$ cat src/rtl/mips_ctrl_pkg.sv
// Purpose: shared opcodes, FSM state encoding and control-word layout for the multi-cycle MIPS controller.
// Latency: n/a (types and constants only).
// Backpressure: n/a.
package mips_ctrl_pkg;

   // Supported instruction opcodes (instruction[31:26])
   localparam logic [5:0] OP_RTYPE = 6'b000000;
   localparam logic [5:0] OP_LW    = 6'b100011;
   localparam logic [5:0] OP_SW    = 6'b101011;
   localparam logic [5:0] OP_BEQ   = 6'b000100;
   localparam logic [5:0] OP_ADDI  = 6'b001000;
   localparam logic [5:0] OP_J     = 6'b000010;

   // ALU operation selects
   localparam logic [1:0] ALUOP_ADD   = 2'b11;
   localparam logic [1:0] ALUOP_SUB   = 2'b01;
   localparam logic [1:0] ALUOP_FUNCT = 2'b00;

   // ALU B-operand selects
   localparam logic [1:0] SRCB_REG   = 2'b00;
   localparam logic [1:0] SRCB_FOUR  = 2'b01;
   localparam logic [1:0] SRCB_IMM   = 2'b10;
   localparam logic [1:0] SRCB_IMMSH = 2'b11;

   // Next-PC source selects
   localparam logic [1:0] PCSRC_ALU    = 2'b00;
   localparam logic [1:0] PCSRC_ALUOUT = 2'b01;
   localparam logic [1:0] PCSRC_JUMP   = 2'b10;

   typedef enum logic [3:0] {
      FETCH   = 4'd0,
      DECODE  = 4'd1,
      MEMADR  = 4'd2,
      MEMRD   = 4'd3,
      MEMWB   = 4'd4,
      MEMWR   = 4'd5,
      RTYPEEX = 4'd6,
      RTYPEWB = 4'd7,
      BEQEX   = 4'd8,
      ADDIEX  = 4'd9,
      ADDIWB  = 4'd10,
      JEX     = 4'd11
   } state_t;

   // Datapath control word produced by the state decoder
   typedef struct packed {
      logic       pcWrite;
      logic       pcWriteCond;
      logic       iorD;
      logic       memRead;
      logic       memWrite;
      logic       irWrite;
      logic       memToReg;
      logic       regDst;
      logic       regWrite;
      logic       aluSrcA;
      logic [1:0] aluSrcB;
      logic [1:0] aluOp;
      logic [1:0] pcSrc;
   } ctrl_t;

endpackage

$ cat src/rtl/multicycle_ctrl_decode.sv
// Purpose: maps the current FSM state to the raw datapath control word (no handshake gating).
// Latency: purely combinational, zero cycles.
// Backpressure: none; memory-ready gating of FETCH strobes is applied by the caller.
module multicycle_ctrl_decode
   import mips_ctrl_pkg::*;
(
   input  state_t curState,
   output ctrl_t  ctrl
);

   // Moore decode: every unlisted field stays 0, unused encodings give an all-zero word
   always_comb begin
      ctrl = '0;
      case (curState)
         FETCH: begin
            ctrl.memRead = 1'b1;
            ctrl.irWrite = 1'b1;
            ctrl.pcWrite = 1'b1;
            ctrl.aluSrcB = SRCB_FOUR;
            ctrl.aluOp   = ALUOP_ADD;
            ctrl.pcSrc   = PCSRC_ALU;
         end
         DECODE: begin
            // branch target is precomputed here so BEQEX only needs the compare
            ctrl.aluSrcB = SRCB_IMMSH;
            ctrl.aluOp   = ALUOP_ADD;
         end
         MEMADR, ADDIEX: begin
            ctrl.aluSrcA = 1'b1;
            ctrl.aluSrcB = SRCB_IMM;
            ctrl.aluOp   = ALUOP_ADD;
         end
         MEMRD: begin
            ctrl.iorD    = 1'b1;
            ctrl.memRead = 1'b1;
         end
         MEMWB: begin
            ctrl.memToReg = 1'b1;
            ctrl.regWrite = 1'b1;
         end
         MEMWR: begin
            ctrl.iorD     = 1'b1;
            ctrl.memWrite = 1'b1;
         end
         RTYPEEX: begin
            ctrl.aluSrcA = 1'b1;
            ctrl.aluSrcB = SRCB_REG;
            ctrl.aluOp   = ALUOP_FUNCT;
         end
         RTYPEWB: begin
            ctrl.regDst   = 1'b1;
            ctrl.regWrite = 1'b1;
         end
         BEQEX: begin
            ctrl.aluSrcA     = 1'b1;
            ctrl.aluSrcB     = SRCB_REG;
            ctrl.aluOp       = ALUOP_SUB;
            ctrl.pcSrc       = PCSRC_ALUOUT;
            ctrl.pcWriteCond = 1'b1;
         end
         ADDIWB: begin
            ctrl.regWrite = 1'b1;
         end
         JEX: begin
            ctrl.pcSrc   = PCSRC_JUMP;
            ctrl.pcWrite = 1'b1;
         end
         default: ctrl = '0;
      endcase
   end

endmodule

$ cat src/rtl/multicycle_control.sv
// Purpose: multi-cycle MIPS main control FSM with retired-instruction counter and illegal-opcode pulse.
// Latency: 3-5 cycles per instruction with zero wait states; outputs follow state combinationally.
// Backpressure: FETCH, MEMRD and MEMWR hold until memReady (ignored when MEM_HANDSHAKE=0).
module multicycle_control
   import mips_ctrl_pkg::*;
#(
   parameter int OP_W          = 6,
   parameter int MEM_HANDSHAKE = 1,
   parameter int CNT_W         = 32
)
(
   input  logic             clk,
   input  logic             reset,
   input  logic [OP_W-1:0]  opcode,
   input  logic             memReady,
   output logic             pcWrite,
   output logic             pcWriteCond,
   output logic             iorD,
   output logic             memRead,
   output logic             memWrite,
   output logic             irWrite,
   output logic             memToReg,
   output logic             regDst,
   output logic             regWrite,
   output logic             aluSrcA,
   output logic [1:0]       aluSrcB,
   output logic [1:0]       aluOp,
   output logic [1:0]       pcSrc,
   output logic             illegalOp,
   output logic [CNT_W-1:0] instrRetired,
   output logic [3:0]       state
);

   localparam logic [OP_W-1:0] RTYPE_OP = OP_W'(OP_RTYPE);
   localparam logic [OP_W-1:0] LW_OP    = OP_W'(OP_LW);
   localparam logic [OP_W-1:0] SW_OP    = OP_W'(OP_SW);
   localparam logic [OP_W-1:0] BEQ_OP   = OP_W'(OP_BEQ);
   localparam logic [OP_W-1:0] ADDI_OP  = OP_W'(OP_ADDI);
   localparam logic [OP_W-1:0] J_OP     = OP_W'(OP_J);

   state_t curState;
   state_t nextState;
   ctrl_t  rawCtrl;
   ctrl_t  outCtrl;
   logic   memRdy;
   logic   retire;
   logic   badOp;

   assign memRdy = (MEM_HANDSHAKE != 0) ? memReady : 1'b1;

   multicycle_ctrl_decode u_decode (
      .curState (curState),
      .ctrl     (rawCtrl)
   );

   // Next-state selection, retire detection and opcode legality check
   always_comb begin
      nextState = FETCH;
      retire    = 1'b0;
      badOp     = 1'b0;
      case (curState)
         FETCH:   nextState = memRdy ? DECODE : FETCH;
         DECODE: begin
            if (opcode == LW_OP || opcode == SW_OP) nextState = MEMADR;
            else if (opcode == RTYPE_OP)            nextState = RTYPEEX;
            else if (opcode == BEQ_OP)              nextState = BEQEX;
            else if (opcode == ADDI_OP)             nextState = ADDIEX;
            else if (opcode == J_OP)                nextState = JEX;
            else                                    badOp     = 1'b1;
         end
         MEMADR:  nextState = (opcode == LW_OP) ? MEMRD : MEMWR;
         MEMRD:   nextState = memRdy ? MEMWB : MEMRD;
         MEMWR: begin
            // the store retires on the cycle memory accepts it
            nextState = memRdy ? FETCH : MEMWR;
            retire    = memRdy;
         end
         RTYPEEX: nextState = RTYPEWB;
         ADDIEX:  nextState = ADDIWB;
         MEMWB, RTYPEWB, BEQEX, ADDIWB, JEX: retire = 1'b1;
         default: nextState = FETCH;
      endcase
   end

   // State register and retired-instruction counter; reset abandons any instruction in flight
   always_ff @(posedge clk) begin
      if (reset) begin
         curState     <= FETCH;
         instrRetired <= '0;
      end else begin
         curState <= nextState;
         if (retire) instrRetired <= instrRetired + CNT_W'(1);
      end
   end

   // FETCH strobes wait for memory so IR/PC load exactly once; reset kills every output
   always_comb begin
      outCtrl   = rawCtrl;
      illegalOp = 1'b0;
      if (curState == FETCH) begin
         outCtrl.irWrite = rawCtrl.irWrite & memRdy;
         outCtrl.pcWrite = rawCtrl.pcWrite & memRdy;
      end
      if (curState == DECODE) illegalOp = badOp;
      if (reset) begin
         outCtrl   = '0;
         illegalOp = 1'b0;
      end
   end

   assign pcWrite     = outCtrl.pcWrite;
   assign pcWriteCond = outCtrl.pcWriteCond;
   assign iorD        = outCtrl.iorD;
   assign memRead     = outCtrl.memRead;
   assign memWrite    = outCtrl.memWrite;
   assign irWrite     = outCtrl.irWrite;
   assign memToReg    = outCtrl.memToReg;
   assign regDst      = outCtrl.regDst;
   assign regWrite    = outCtrl.regWrite;
   assign aluSrcA     = outCtrl.aluSrcA;
   assign aluSrcB     = outCtrl.aluSrcB;
   assign aluOp       = outCtrl.aluOp;
   assign pcSrc       = outCtrl.pcSrc;
   assign state       = curState;

endmodule

$ cat config.mk
export PLATFORM = sky130hd
export DESIGN_NAME = multicycle_control
export DESIGN_NICKNAME = d
export VERILOG_FILES = /design/src/rtl/mips_ctrl_pkg.sv /design/src/rtl/multicycle_ctrl_decode.sv /design/src/rtl/multicycle_control.sv
export SDC_FILE = /design/constraint.sdc
export NUM_CORES = 1
export LEC_CHECK = 0
export CAP_MARGIN = 20
export CORE_UTILIZATION = 53
export CTS_BUF_LIST = sky130_fd_sc_hd__clkbuf_4
export CTS_CLUSTER_DIAMETER = 30
export DETAILED_ROUTE_END_ITERATION = 10
export PLACE_DENSITY = 0.88
export SLEW_MARGIN = 25
export SYNTH_ARGS = -nofsm -noshare
export SYNTH_HDL_FRONTEND = slang
export SYNTH_SLANG_ARGS = --single-unit
$ cat constraint.sdc
create_clock -name clk -period 4 [get_ports clk]
set_clock_uncertainty 0.1 [all_clocks]
set_input_delay 0.4 -clock clk [delete_from_list [all_inputs] [get_ports clk]]
set_output_delay 0.4 -clock clk [all_outputs]
set_load 0.1 [all_outputs]
==> results of run 1 <==
## logic make-up (layout without fill, tap and decap cells)
family	count (synthesis)	count (layout)	synth area share, %
buffers and inverters	27	77	7.34
XOR/XNOR	17	17	6.77
AO/OA/AOI/OAI	58	58	17.0
multiplexers	3	3	1.42
flip-flops	36	36	32.8
adder cells (fa/ha/maj)	1	1	0.569
AND/OR/NAND/NOR	133	133	34.2
## where the power goes
group          total (mW)  internal, mW  switching (mW)
registers           0.365         0.359         0.00530
clock network       0.261         0.138           0.123
logic              0.0991        0.0261          0.0730
## per-layer routing
layer / vias to the layer above / track usage [%] / wire, µm
li1: 1109 / - / -
met1: 1047 / 29.8 / 2260
met2: 58 / 41.7 / 2530
met3: 6 / 6.55 / 241
met4: 0 / 6.91 / 51
met5: - / 0 / 0
## through the flow
| stage | hold WS [ns] | instance area, µm² | util (%) |
|---|---|---|---|
| final | 0.407 | 2830 | 70.7 |
| after global routing | 0.437 | 2830 | 70.7 |
| after CTS | 0.403 | 2830 | 70.7 |
| after detailed placement | 0.388 | 2750 | 68.7 |
| after global placement | 0.376 | 2750 | 68.7 |
| after floorplan | 0.467 | 2250 | - |
## layout make-up
type                    instances  area share [%]
clock buffers                   6            1.59
clock inverters                 2            1.24
inverters                       8            1.06
multi-input cells             212            48.2
flip-flops and latches         36            25.5
well taps                      50            2.21
repair buffers                 61            20.2
## worst max-delay path: cells and delay by family (launching register included)
| family | cells | cell delay [ns] |
|---|---|---|
| compound gates | 1 | 0.23 |
| flops | 1 | 0.79 |
| buf+inv | 1 | 1.16 |
| simple gates | 1 | 0.15 |
## registers in the layout, summed over array words and instances (netlist names)
name and count:
instrRetired 32, state 4
## worst paths after layout
kind / startpoint / endpoint / slack [ns] / cells past startpoint
worst min-delay path: instrRetired[30] / instrRetired[30] / 0.41 / 2
worst min register to register: instrRetired[30] / instrRetired[30] / 0.41 / 2
worst max register to register: state[2] / instrRetired[30] / 1.40 / 5
worst max-delay path: state[0] / aluOp[1] / 0.81 / 3
## cells in the final DEF, fill, tap and decap left out, drive strengths merged, types with 11 or more instances in the layout
master | synthesis | final
clkdlybuf4s50 | 0 | 46
dfxtp | 36 | 36
nor2 | 29 | 29
a21oi | 23 | 23
nand2 | 21 | 21
o21ai | 16 | 16
buf | 9 | 15
nand3 | 14 | 14
xor2 | 12 | 12
nand4 | 11 | 11
==> flow_summary.json, run 1 <==
{
  "outcome": "complete, no violations",
  "clkLatencyLatePin_ns": 0.35,
  "synthesis.instances": 275,
  "grtUsageTotal_pct": 24.4,
  "vdd.ir_drop.worst_mv": 0.189,
  "finish.cell_count_without_fillers": 375,
  "cp_cell_sequence": "o21ai_0, nor3_2, clkdlybuf4s50_1",
  "grt_overflow": 0,
  "synth_warnings": 0,
  "cp-start-kind": "flip-flop",
  "ys_top_cells_by_area": "sky130_fd_sc_hd__dfxtp_1, sky130_fd_sc_hd__a21oi_1, sky130_fd_sc_hd__nor2_1, sky130_fd_sc_hd__xor2_1, sky130_fd_sc_hd__nand2_1",
  "achievable-frequency_mhz": 314,
  "design.core.area_um2": 4000,
  "synth_commonest_cells": "sky130_fd_sc_hd__dfxtp_1, sky130_fd_sc_hd__nor2_1, sky130_fd_sc_hd__a21oi_1, sky130_fd_sc_hd__nand2_1, sky130_fd_sc_hd__o21ai_0",
  "synth.lib_cells_used.distinct": 53,
  "grt_pass1_wl_um": 8340,
  "synth_most_common_cell": "sky130_fd_sc_hd__dfxtp_1",
  "cap_viol_max_count": 0,
  "place.gp.congestion": 0.808,
  "critPathMaxStageDelay_ns": 1.16,
  "leakagePower_nw": 0.986,
  "crit_path_top_delay_cell": "sky130_fd_sc_hd__clkdlybuf4s50_1",
  "report.final.setup_viol": 0,
  "netlist_area_um2": 2200,
  "drtPass1Iterations": 4,
  "post_cts.resized_instances": 0,
  "antenna_cells_inserted": 0,
  "number_of_vias_per_cell_after_detailed_routing": 5.92,
  "final_nets": 334,
  "die-area_um2": 4410,
  "synth_async_sr_flop_share_pct": 0,
  "tritoncts": "yes",
  "cts_inserted_buffers": 5,
  "ys_flop_type": "sky130_fd_sc_hd__dfxtp_1",
  "antenna_found_initial": 0,
  "crit_path_max_fanout": 18,
  "synth-edff-count": 0,
  "synth.largest_area_cell": "sky130_fd_sc_hd__dfxtp_1",
  "vertical_extent_of_the_die_um": 66.4,
  "clock_sink_count": 36,
  "tightestPinTransition_ns": 0.987,
  "synth.top_cell.area_share_pct": 32.8,
  "setup.worst_path.end_class": "primary output",
  "ff_latch_area_um2": 721,
  "drc_errors": 0,
  "clk_pin_slew_ns": 0.11,
  "final_period_utilization_pct": 79.7,
  "floorplan.die.width_um": 66.4,
  "rsz0062_at_grt": "false",
  "cts.hold.buffers_added": 0,
  "clock_tree.root_cell": "sky130_fd_sc_hd__clkbuf_4",
  "worst_ep_required_time_ns": 3.50,
  "postSynthNetCount": 285,
  "yosys_register_bits": 36,
  "ctsLongestPathBuffers": 2,
  "hold_viol": 0,
  "antenna_violating_nets_post_route": 0,
  "starting_density_pct": 55.0,
  "maxSlewViolCount": 0,
  "detailedPlace.worstSlack_ns": 1.12,
  "wl_um": 5080,
  "post-route-min-period_ns": 3.19,
  "drive_above_1_share_pct": 15.7,
  "htreeDepth": 2,
  "post-cts-setup-buffers": 0,
  "detailroute.via_count": 2220,
  "drt_iter0_markers": 168,
  "multiInputGateArea_um2": 1360,
  "placed_cells_incl_taps": 367,
  "setup-tns-final_ns": 0,
  "grt_start_max_net_pins": 52,
  "final.setup.worst_slack_ns": 0.812,
  "dpl.hpwl_um": 3620,
  "top_level_ports": 62,
  "placement_rows": 23,
  "cellPowerDensity_nw_per_um2": 256,
  "flow.area_growth_from_synthesis_pct": 28.6,
  "post_synth.cell_area_avg_um2": 8.00,
  "place.port_buffers": 61,
  "cp_data_arrival_time_ns": 2.69,
  "final.fill_count": 323,
  "slew-limit-headroom_pct": 34.0,
  "via_count_of_the_first_global_routing_pass": 1848,
  "synth_seq_area_share_pct": 32.8,
  "totalPowerFinal_mw": 0.725,
  "worstHoldPathType": "reg2reg",
  "drt-wirelength-per-cell_um": 13.5,
  "setup.worst_path.class": "reg2out"
}
Power figures use the tool's default switching activity.
==> inputs of run 2 (changes only) <==
- CORE_UTILIZATION: 53 -> 50
- PLACE_DENSITY: 0.88 -> 0.84
- clock period: 4 -> 3.2 ns (I/O delays scaled with it)
==> run 2 against run 1 <==
Setup slack worse by 0.30 ns. Routed wire length is 3.8% higher. Utilization is 1.4 points lower. Combinational power is 33% higher. Cell count is 0.80% higher. Sequential share of layout area is 0.22 points lower. Clock power is 7% lower.
==> flow_summary.json, run 2 (same netlist as run 1, synthesis figures left out) <==
{
  "drive_above_1_share_pct": 24.7,
  "vdd.ir_drop.worst_mv": 0.219,
  "drtPass1Iterations": 4,
  "setup.worst_path.end_class": "primary output",
  "pwr-share-clk_pct": 29.3,
  "place.port_buffers": 61,
  "antenna_found_initial": 0,
  "post-cts-setup-buffers": 0,
  "final.setup.worst_slack_ns": 0.516,
  "flow.area_growth_from_synthesis_pct": 29.7,
  "layout.cells.most_common_list": "sky130_fd_sc_hd__buf_4, sky130_fd_sc_hd__dfxtp_1, sky130_fd_sc_hd__nor2_1",
  "cp_cell_sequence": "nand2b_2, nor2_1, o311ai_0, nor2_2, buf_4",
  "place.gp.congestion": 0.800,
  "clock_sink_count": 36,
  "cp_data_arrival_time_ns": 2.26,
  "rsz0062_at_grt": "false",
  "vertical_extent_of_the_die_um": 68.3,
  "r2r_cells": 5,
  "switching_share_pct": 31.6,
  "placed_cells_incl_taps": 370,
  "crit_path_top_delay_cell": "sky130_fd_sc_hd__dfxtp_1",
  "setup.worst_path.class": "reg2out",
  "floorplan.die.width_um": 68.3,
  "final_period_utilization_pct": 83.9,
  "achievable-frequency_mhz": 373,
  "hold_viol": 0,
  "combinationalPowerShare_pct": 15.8,
  "leakagePower_nw": 1.04,
  "totalPowerFinal_mw": 0.831,
  "number_of_vias_per_cell_after_detailed_routing": 5.84,
  "timing.critical_path.to": "illegalOp",
  "grtUsageTotal_pct": 24.9,
  "placement_rows": 23,
  "ctsLongestPathBuffers": 2,
  "wl_um": 5270,
  "via_count_of_the_first_global_routing_pass": 1897,
  "antenna_violating_nets_post_route": 0,
  "top_level_ports": 62,
  "grt_overflow": 0,
  "cp-start-kind": "flip-flop",
  "grt_pass1_wl_um": 8830,
  "worst_hold_margin_ns": 0.353,
  "clock_tree.root_cell": "sky130_fd_sc_hd__clkbuf_4",
  "tightestPinTransition_ns": 0.979,
  "critical_path.reg2reg.startpoint": "state[0]",
  "die-area_um2": 4670,
  "clkLatencyLatePin_ns": 0.34,
  "postLayoutCoreUtil_pct": 69.3,
  "report.final.setup_viol": 0,
  "largest_register_ff_count": 32,
  "drt_iter0_markers": 152,
  "setup.worst_path.start": "state[0]",
  "finish.cell_count_without_fillers": 378,
  "p_seq_share_pct": 54.8,
  "antenna_cells_inserted": 0,
  "cellPowerDensity_nw_per_um2": 291,
  "outcome": "complete, no violations",
  "setup-tns-final_ns": 0,
  "final_nets": 337,
  "crit_path_max_fanout": 18,
  "tritoncts": "yes",
  "finish.instance_area_um2": 2850,
  "switchingPower_mw": 0.263,
  "design.core.area_um2": 4120,
  "maxSlewViolCount": 0,
  "p_int_mw": 0.569,
  "largest_register": "instrRetired",
  "dpl.hpwl_um": 3870,
  "cts_inserted_buffers": 5,
  "setup.reg_to_reg.worst_slack_ns": 0.67,
  "starting_density_pct": 53.5,
  "slew-limit-headroom_pct": 34.5,
  "clk_pin_slew_ns": 0.11,
  "commonest_non_fill_non_tap_cell_in_the_layout": "sky130_fd_sc_hd__buf_4",
  "detailroute.via_count": 2207,
  "post-route-min-period_ns": 2.68,
  "worstHoldPathType": "in2reg",
  "drc_errors": 0,
  "worst_ep_required_time_ns": 2.78,
  "drt-wirelength-per-cell_um": 13.9,
  "critPathMaxStageDelay_ns": 0.86,
  "htreeDepth": 2,
  "detailedPlace.worstSlack_ns": 0.709,
  "cts.hold.buffers_added": 0,
  "grt_start_max_net_pins": 31,
  "reg2reg_to": "instrRetired[26]",
  "place_area_um2": 2800,
  "post_cts.resized_instances": 0,
  "cap_viol_max_count": 0
}
run 2: cell types whose count changed in the layout (fill, tap and decap cells not counted), sizes merged:
cell           previous run  this run
clkdlybuf4s50            46        25
buf                      15        39
clkbuf                    6         5
clkinv                    1         3
bufinv                    1         0
run 2: power groups by stage:
stage / Sequential (mW) / Clock [mW] / Combinational [mW]
6_report: 0.456 / 0.244 / 0.132
5_1_grt: 0.457 / 0.268 / 0.139
4_1_cts: 0.456 / 0.250 / 0.132
3_5_place_dp: 0.466 / 0 / 0.131
3_3_place_gp: 0.466 / 0 / 0.131
2_1_floorplan: 0.470 / 0 / 0.0989
run 2: how the worst min path moves through the flow:
| stage | cells after the start | slack, ns | end | startpoint |
|---|---|---|---|---|
| finish | 2 | 0.35 | instrRetired[2] | reset |
| floorplan | 2 | 0.39 | state[1] | reset |
| CTS | 2 | 0.34 | instrRetired[2] | reset |
| global placement | 2 | 0.38 | instrRetired[28] | instrRetired[28] |
| global route | 2 | 0.37 | instrRetired[21] | reset |
| detailed placement | 2 | 0.39 | instrRetired[30] | instrRetired[30] |
run 2: layout make-up:
cell class	instances	area, µm²
clock buffer	5	37.5
clock inverter	3	18.8
fill	358	1260
inverter	8	30.0
multi-input combinational	212	1440
sequential	36	721
tap	50	62.6
timing repair buffer	64	541
run 2: worst max-delay path: cells and delay by family, from the launching register on:
kind	cells	cell delay, ns
compound gates	1	0.19
buf+inv	1	0.29
simple gates	3	0.57
flops	1	0.86
run 2: metal layers:
metal,track usage [%],vias to the layer above,part of all wire (%)
li1,-,1114,-
met3,5.83,0,4.7
met2,38.6,62,47
met5,0,-,0
met4,6.51,0,0
met1,34.1,1031,48
==> inputs of run 3 (changes only) <==
- clock period: 3.2 -> 2.7 ns (I/O delays scaled with it)
==> run 3 against run 2 <==
Setup slack got worse by 0.17 ns. Global-route usage barely moved. Hold slack got worse by 0.11 ns. Combinational power rose by 29%. First-iteration DRC count fell by 23%. Register-to-register slack got worse by 0.32 ns. Routed wire length rose by 1.2%.
==> flow_summary.json, run 3 (same netlist as run 1, synthesis figures left out) <==
{
  "outcome": "complete, no violations",
  "tritoncts": "yes",
  "dpl.hpwl_um": 3840,
  "number_of_vias_per_cell_after_detailed_routing": 5.92,
  "htreeDepth": 2,
  "timing.critical_path.to": "instrRetired[26]",
  "vdd.ir_drop.worst_mv": 0.276,
  "post-cts-setup-buffers": 0,
  "setup.reg_to_reg.worst_slack_ns": 0.35,
  "critical_path.reg2reg.startpoint": "state[1]",
  "place.gp.congestion": 0.746,
  "clkLatencyLatePin_ns": 0.35,
  "post-route-min-period_ns": 2.35,
  "maxSlewViolCount": 0,
  "grt_overflow": 0,
  "met2_length_um": 2480,
  "final_nets": 336,
  "wl_met3_um": 314,
  "r2r_cells": 5,
  "drtPass1Iterations": 7,
  "setup-tns-final_ns": 0,
  "cp-start-kind": "flip-flop",
  "cts.hold.buffers_added": 0,
  "cp_data_arrival_time_ns": 2.54,
  "final.setup.worst_slack_ns": 0.346,
  "die-area_um2": 4670,
  "antenna_found_initial": 0,
  "crit_path_max_fanout": 21,
  "min-delay-start": "reset",
  "achievable-frequency_mhz": 425,
  "grt_pass1_wl_um": 8690,
  "drt-wirelength-per-cell_um": 14.2,
  "commonest_non_fill_non_tap_cell_in_the_layout": "sky130_fd_sc_hd__buf_4",
  "drive_above_1_share_pct": 31.8,
  "antenna_violating_nets_post_route": 0,
  "reg2reg_to": "instrRetired[26]",
  "clock_tree.root_cell": "sky130_fd_sc_hd__clkbuf_4",
  "met1Wirelength_um": 2450,
  "hold_viol": 0,
  "ctsLongestPathBuffers": 2,
  "clock_sink_count": 36,
  "layout.cells.most_common_list": "sky130_fd_sc_hd__buf_4, sky130_fd_sc_hd__dfxtp_1, sky130_fd_sc_hd__nor2_1",
  "report.final.setup_viol": 0,
  "largest_register_ff_count": 32,
  "grt_start_max_net_pins": 23,
  "worst_ep_required_time_ns": 2.89,
  "vertical_extent_of_the_die_um": 68.3,
  "placement_rows": 23,
  "antenna_cells_inserted": 0,
  "slew-limit-headroom_pct": 61.5,
  "final.fill_count": 352,
  "cap_viol_max_count": 0,
  "cellPowerDensity_nw_per_um2": 351,
  "rsz0062_at_grt": "false",
  "starting_density_pct": 53.5,
  "worst_hold_margin_ns": 0.246,
  "totalPowerFinal_mw": 1.01,
  "worstHoldPathType": "in2reg",
  "grtUsageTotal_pct": 24.8,
  "wl_um": 5340,
  "cts_inserted_buffers": 5,
  "flow.area_growth_from_synthesis_pct": 31.2,
  "setup.worst_path.start": "state[1]",
  "drt_iter0_markers": 117,
  "routed.top_layer": "met4",
  "place.port_buffers": 61,
  "clk_pin_slew_ns": 0.11,
  "detailroute.via_count": 2231,
  "top_level_ports": 62,
  "largest_register": "instrRetired",
  "final_period_utilization_pct": 87.2,
  "setup.worst_path.class": "reg2reg",
  "tightestPinTransition_ns": 0.571,
  "detailedPlace.worstSlack_ns": 0.310,
  "design.core.area_um2": 4120,
  "drc_errors": 0,
  "via_count_of_the_first_global_routing_pass": 1860,
  "leakagePower_nw": 1.10,
  "post_cts.resized_instances": 0,
  "floorplan.die.width_um": 68.3,
  "setup.worst_path.end_class": "flip-flop"
}
run 3: changes by cell type in the layout (fill, tap and decap cells not counted), moves of 2 or more:
cell	before	now
sky130_fd_sc_hd__dfxtp_4	0	3
sky130_fd_sc_hd__clkinv_2	2	0
sky130_fd_sc_hd__clkdlybuf4s50_1	25	7
sky130_fd_sc_hd__dfxtp_1	36	32
sky130_fd_sc_hd__buf_4	38	51
sky130_fd_sc_hd__buf_12	0	4
sky130_fd_sc_hd__clkbuf_4	5	7
run 3: stage by stage:
step / cell area [µm²] / utilization (%) / instances
5_1_grt: 2890 / 70.1 / 377
4_1_cts: 2890 / 70.1 / 377
2_1_floorplan: 2370 / - / 275
3_3_place_gp: 2830 / 68.7 / 369
3_5_place_dp: 2830 / 68.7 / 369
6_report: 2890 / 70.1 / 377
run 3: cell type report:
class                      instances  area [µm²]  share of cell area, %
tap                               50        62.6                   2.17
clock buffer                       7        52.6                   1.82
inverter                           8        30.0                   1.04
timing repair buffer              63         538                   18.6
clock inverter                     1        3.75                  0.130
sequential                        36         733                   25.4
multi-input combinational        212        1470                   50.8
run 3: critical path, cell delays in order, from the launching register on:
cell	delay [ns]
sky130_fd_sc_hd__dfxtp_2	0.67
sky130_fd_sc_hd__nand2b_2	0.31
sky130_fd_sc_hd__o2111a_4	0.31
sky130_fd_sc_hd__nand4_2	0.25
sky130_fd_sc_hd__or4_1	0.48
sky130_fd_sc_hd__a21oi_1	0.17
run 3: power breakdown:
part | switching, mW | internal (mW) | leakage, nW
sequential | 0.00930 | 0.530 | 0.293
clock | 0.183 | 0.120 | 0.0338
combinational | 0.116 | 0.0537 | 0.773
total | 0.309 | 0.704 | 1.10
run 3: how the worst min path moves through the flow:
| stage | end | slack (ns) | cells past startpoint |
|---|---|---|---|
| final | instrRetired[10] | 0.25 | 2 |
| after global routing | instrRetired[10] | 0.26 | 2 |
| after CTS | instrRetired[10] | 0.25 | 2 |
| after detailed placement | instrRetired[26] | 0.39 | 2 |
| after global placement | instrRetired[26] | 0.38 | 2 |
| after floorplan | state[1] | 0.33 | 2 |
run 3: layer usage:
layer / vias up / track usage [%]
li1: 1115 / -
met1: 1043 / 34.7
met2: 65 / 37.1
met3: 8 / 4.83
met4: 0 / 9.38
met5: - / 0
